[config.mk]
export PLATFORM = sky130hd
export DESIGN_NAME = uart_mmio_ctrl
export DESIGN_NICKNAME = d
export VERILOG_FILES = /design/src/rtl/uart_mmio_ctrl.sv
export SDC_FILE = /design/constraint.sdc
export NUM_CORES = 1
export LEC_CHECK = 0
export BUFFER_PORTS_ARGS = -buffer_cell sky130_fd_sc_hd__buf_2
export CAP_MARGIN = 20
export CORE_UTILIZATION = 54
export DETAILED_ROUTE_END_ITERATION = 12
export HOLD_SLACK_MARGIN = 0.02
export PLACE_DENSITY_LB_ADDON = 0.05
export SLEW_MARGIN = 20
export SYNTH_ARGS = -nofsm -noshare
export SYNTH_HDL_FRONTEND = slang
export SYNTH_SLANG_ARGS = --single-unit
[constraint.sdc]
create_clock -name clk -period 10 [get_ports clk]
set_clock_uncertainty 0.05 [all_clocks]
set_input_delay 2 -clock clk [delete_from_list [all_inputs] [get_ports clk]]
set_output_delay 2 -clock clk [all_outputs]
set_load 0.005 [all_outputs]
[src/rtl/uart_mmio_ctrl.sv]
// UART MMIO controller: TX FIFO + start/busy sequencer, RX capture, status/clear.
// Optional UART_IRQ_EN adds IRQ_MASK at +0x10 and a registered irq output.
module uart_mmio_ctrl #(
    parameter logic [31:0] BASE_ADDR = 32'h1001_0024,
    parameter int          TX_DEPTH  = 4,
    parameter int          DATA_W    = 8
) (
    input  logic              clk,
    input  logic              reset,
    input  logic [31:0]       addr,
    input  logic              wr_en,
    input  logic              rd_en,
    input  logic [31:0]       wr_data,
    output logic [31:0]       rd_data,
    output logic              sel,
    output logic [DATA_W-1:0] tx_byte,
    output logic              tx_start,
    input  logic              tx_busy,
    input  logic [DATA_W-1:0] rx_data,
    input  logic              rx_strobe,
    output logic              irq
);

    localparam int AW = $clog2(TX_DEPTH);
    localparam int CW = AW + 1;
`ifdef UART_IRQ_EN
    localparam logic [31:0] LAST = 32'h10;
`else
    localparam logic [31:0] LAST = 32'hC;
`endif

    typedef enum logic [1:0] {
        IDLE,
        WAIT_ACK,
        WAIT_DONE
    } state_t;

    state_t            state;
    logic [DATA_W-1:0] mem [TX_DEPTH];
    logic [AW-1:0]     wptr;
    logic [AW-1:0]     rptr;
    logic [CW-1:0]     count;

    logic [DATA_W-1:0] rx_buf;
    logic              rx_ready;
    logic              rx_overrun;
    logic              tx_drop;

    logic [31:0]       off;
    logic [2:0]        idx;
    logic              we;
    logic              re;
    logic              wr_tx;
    logic              wr_clr;
    logic              push;
    logic              pop;
    logic              drop;
    logic              tx_full;
    logic              tx_active;
    logic [31:0]       status;
    logic              unused_ok;

    // Unsigned subtract folds "below base" into a huge offset.
    assign off = addr - BASE_ADDR;
    assign idx = off[4:2];
    assign sel = (addr[1:0] == 2'b00) && (off <= LAST);

    assign we     = sel && wr_en;
    assign re     = sel && rd_en;
    assign wr_tx  = we && (idx == 3'd0);
    assign wr_clr = we && (idx == 3'd3);

    assign tx_full   = (count == CW'(TX_DEPTH));
    assign tx_active = (state != IDLE) || (count != '0);

    assign pop  = (state == IDLE) && (count != '0) && !tx_busy;
    assign push = wr_tx && (!tx_full || pop);
    assign drop = wr_tx && !push;

    assign unused_ok = ^wr_data[31:DATA_W];

    // Full + pop: the freed head slot is the one the push overwrites.
    always_ff @(posedge clk) begin
        if (push) begin
            mem[wptr] <= wr_data[DATA_W-1:0];
        end
    end

    always_ff @(posedge clk or negedge reset) begin
        if (!reset) begin
            wptr  <= '0;
            rptr  <= '0;
            count <= '0;
        end else begin
            if (push) begin
                wptr <= wptr + AW'(1);
            end
            if (pop) begin
                rptr <= rptr + AW'(1);
            end
            unique case ({push, pop})
                2'b10:   count <= count + CW'(1);
                2'b01:   count <= count - CW'(1);
                default: count <= count;
            endcase
        end
    end

    always_ff @(posedge clk or negedge reset) begin
        if (!reset) begin
            state    <= IDLE;
            tx_start <= 1'b0;
            tx_byte  <= '0;
        end else begin
            tx_start <= 1'b0;
            unique case (state)
                IDLE: begin
                    if (pop) begin
                        tx_byte  <= mem[rptr];
                        tx_start <= 1'b1;
                        state    <= WAIT_ACK;
                    end
                end
                WAIT_ACK: begin
                    if (tx_busy) begin
                        state <= WAIT_DONE;
                    end
                end
                WAIT_DONE: begin
                    if (!tx_busy) begin
                        state <= IDLE;
                    end
                end
                default: state <= IDLE;
            endcase
        end
    end

    // A byte arriving with CLEAR wins over the clear.
    always_ff @(posedge clk or negedge reset) begin
        if (!reset) begin
            rx_buf     <= '0;
            rx_ready   <= 1'b0;
            rx_overrun <= 1'b0;
            tx_drop    <= 1'b0;
        end else begin
            if (wr_clr) begin
                rx_ready   <= 1'b0;
                rx_overrun <= 1'b0;
                tx_drop    <= 1'b0;
            end else if (drop) begin
                tx_drop <= 1'b1;
            end
            if (rx_strobe) begin
                if (wr_clr || !rx_ready) begin
                    rx_buf   <= rx_data;
                    rx_ready <= 1'b1;
                end else begin
                    rx_overrun <= 1'b1;
                end
            end
        end
    end

`ifdef UART_IRQ_EN
    logic [1:0] mask;
    logic       wr_mask;

    assign wr_mask = we && (idx == 3'd4);

    always_ff @(posedge clk or negedge reset) begin
        if (!reset) begin
            mask <= '0;
            irq  <= 1'b0;
        end else begin
            if (wr_mask) begin
                mask <= wr_data[1:0];
            end
            irq <= (mask[0] && rx_ready) ||
                   (mask[1] && (count == '0) && (state == IDLE));
        end
    end
`else
    assign irq = 1'b0;
`endif

    assign status = {27'd0, tx_drop, rx_overrun, tx_active, tx_full, rx_ready};

    always_comb begin
        rd_data = '0;
        if (re) begin
            unique case (1'b1)
                (idx == 3'd1): rd_data = status;
                (idx == 3'd2): rd_data = 32'(rx_buf);
`ifdef UART_IRQ_EN
                (idx == 3'd4): rd_data = 32'(mask);
`endif
                default:       rd_data = '0;
            endcase
        end
    end

endmodule
==> flow_metrics.py <==
metrics = {
    "sta": {
        "timing.final.crit_share_pct": 71.8,
        "finalHoldViolCount": 0,
        "slew_violations": 0,
        "finalCriticalPeriod_ns": 7.18,
        "rsz0062_at_grt": "no",
        "max_slew.worst_pin.slew_ns": 0.678,
        "slew_headroom_pct": 54.8,
        "hold_ws_ns": 0.450,
        "tns_ns": 0,
        "clock.fmax_ghz": 0.139,
        "finalSetupViolations": 0,
    },
    "finish": {
        "post-route-cell-area_sq_mm": 0.00382,
        "instances_no_fill": 413,
        "syn_to_final_growth_pct": 15.7,
        "layout.nets": 416,
        "diodes": 0,
        "drive_gt1_share_pct": 35.8,
    },
    "power_and_ir_drop": {
        "p_clk_share_pct": 28.8,
        "totalPowerFinal_w": 0.000726,
        "p_int_w": 0.000524,
        "combPwrFrac_pct": 23.8,
        "power.leakage_nw": 1.62,
        "seq_power_share_pct": 47.4,
        "peakVddDrop_uv": 116,
        "netSwitchingPower_w": 0.000202,
        "swShare_pct": 27.9,
        "power_density_mw_per_mm2": 190,
    },
    "clock_network": {
        "cts_buffers": 9,
        "cts_root_buf": "clkbuf_8",
        "cts-resized-gates": 0,
        "hold_buffers": 0,
        "htreeDepth": 3,
        "clk_latency_ns": 0.33,
        "cts_tree": "yes",
        "clk_pin_slew_worst_paths_ns": 0.06,
        "cts.path.max_buffers": 2,
        "postCtsSetupBuffers": 0,
        "clkSinkCount": 61,
    },
    "synthesis": {
        "synth.area.top_cells": "edfxtp_1 29%, dfrtp_1 22%, buf_4 5.7%, mux4_2 5.4%, mux2_4 3.6%",
        "yosys_warnings": 0,
        "ys_seq_area_share_pct": 51.0,
        "synth.distinct_cells": 59,
        "synth_area_per_cell_sq_um": 12.8,
        "synthCells": 258,
        "async_flop_share_pct": 47.5,
        "synthFlopType": "edfxtp_1",
        "synth-edff-count": 32,
        "synth_seq_cells": 61,
        "mappedNetlistArea_sq_mm": 0.00331,
        "synth_top_area_share_pct": 29.1,
        "yosysTopAreaCell": "edfxtp_1",
    },
    "flow_run": {
        "cap_violations": 0,
    },
    "die": {
        "die_h_um": 80.3,
        "initial_core_util_pct": 55.9,
        "top_level_ports": 121,
        "die_width_um": 80.3,
        "core_area_sq_mm": 0.00592,
        "placementRows": 28,
        "dieArea_sq_mm": 0.00644,
    },
    "detailed_routing": {
        "drcViolationCount": 0,
        "wirelength_um": 6100,
        "vias": 2256,
        "ant_nets": 0,
        "vias_per_cell": 5.46,
        "dr.first_iter.drc_count": 84,
        "first_pass_iters": 4,
        "wire_per_inst_um": 14.8,
    },
    "placement": {
        "io_buffers": 71,
        "post_dp_cell_area_sq_mm": 0.00363,
        "post-dp-hpwl_um": 4470,
        "dp_cells": 397,
        "gp_congestion": 0.811,
    },
    "global_routing": {
        "grt_use_total_pct": 20.4,
        "grt_pass1_vias": 2010,
        "grt_pass1_wl_um": 9670,
        "antenna_found_initial": 0,
        "grt_overflow": 0,
        "grt_max_degree": 30,
    },
    "outcome": {
        "status": "completed",
    },
    "worst_setup_path": {
        "cp_max_fo": 7,
        "critPathRequiredTime_ns": 7.95,
        "endpoint_kind": "output pin",
        "path_class": "input pin to output pin",
        "worstPathArrival_ns": 5.13,
        "startpoint_type": "input pin",
    },
    "worst_hold_path": {
        "worstHoldPathType": "flip-flop to flip-flop",
    },
}
[layer usage]
metal	global-route usage, %	vias up	routed length (um)
met5	0	-	0
met4	5.36	0	57
met1	27.4	1082	2930
met2	32.0	80	2820
li1	-	1087	-
met3	6.25	7	288
[cell families (layout without fill, tap and decap cells)]
family / count (synthesis) / in the layout / synth area share [%]
AND/OR/NAND/NOR: 77 / 77 / 14.5
flip-flops: 61 / 61 / 51.0
buffers and inverters: 37 / 93 / 7.26
AO/OA/AOI/OAI: 35 / 35 / 7.95
multiplexers: 34 / 34 / 14.9
XOR/XNOR: 7 / 7 / 1.85
adder cells (fa/ha/maj): 6 / 6 / 2.42
other: 1 / 25 / 0.113
[cell usage after synthesis (4+ instances only)]
cell type  number
mux2_2         10
mux2i_1         7
and2_1          8
nor4_1          5
ha_1            4
nor3_1          8
o21ai_0         4
mux2_4          8
or4_1           4
or3_1           6
inv_1           5
mux4_2          8
edfxtp_1       32
nor2_1         15
buf_4          25
a211oi_1        4
a21oi_1         4
xnor2_1         4
nand2_1         6
dfrtp_1        29
[per-stage QoR]
step                      setup WS [ns]  util [%]
after floorplan                    3.37         -
after global routing               2.53      64.6
after CTS                          2.83      64.6
after detailed placement           2.84      61.3
after global placement             2.82      61.3
final                              2.82      64.6
[worst max-delay path, stage by stage]
cell and delay [ns]:
buf_2 0.14, or3_1 0.43, or4_1 0.48, o31a_1 0.35
nor3_2 0.18, o211ai_2 0.19, nor4_1 0.60, nand4b_1 0.32
a221oi_1 0.28, buf_2 0.16
[registers in the layout, indices dropped and copies added (netlist names), 2 cells and up]
name     flops
count        3
mem         32
rptr         2
rx_buf       8
state        2
tx_byte      8
wptr         2
[worst paths after layout]
check / cells after the start / slack (ns) / end / startpoint
setup / recovery: 10 / 2.82 / rd_data[2] / addr[19]
hold / removal: 1 / 0.45 / tx_byte[2] / tx_byte[2]
setup reg to reg: 7 / 7.36 / count[1] / count[0]
hold reg to reg: 1 / 0.45 / tx_byte[2] / tx_byte[2]
max in group asynchronous: 1 / 7.81 / wptr[0] / reset
min in group asynchronous: 1 / 1.65 / tx_byte[0] / reset
[cell type report]
| cell class | instances | area, sq um |
|---|---|---|
| well taps | 75 | 93.8 |
| repair buffers | 71 | 355 |
| clock buffers | 13 | 180 |
| clock inverters | 3 | 16.3 |
| fillers | 499 | 2100 |
| flip-flops and latches | 61 | 1690 |
| multi-input cells | 184 | 1470 |
| inverters | 6 | 22.5 |
[layout by cell type (no fill, tap or decap), types with 4 or more instances in the layout]
cell      instances
mux4_2            8
mux2_4            8
inv_1             5
a21oi_1           4
xnor2_1           4
mux2i_1           7
or3_1             6
nand2_1           6
and2_1            8
conb_1           25
buf_2            71
nor3_1            8
edfxtp_1         32
a211oi_1          4
nor2_1           15
clkbuf_8         11
ha_1              4
mux2_2           10
o21ai_0           4
dfrtp_1          29
or4_1             4
nor4_1            5
[power groups by stage]
stage / Combinational [W] / Sequential [W] / Clock (W)
2_1_floorplan: 0.000141 / 0.000329 / 0
6_report: 0.000173 / 0.000344 / 0.000209
5_1_grt: 0.000192 / 0.000353 / 0.000226
3_3_place_gp: 0.000170 / 0.000349 / 0
3_5_place_dp: 0.000174 / 0.000351 / 0
4_1_cts: 0.000175 / 0.000345 / 0.000214
No activity file was read; power rests on OpenSTA's default activity.
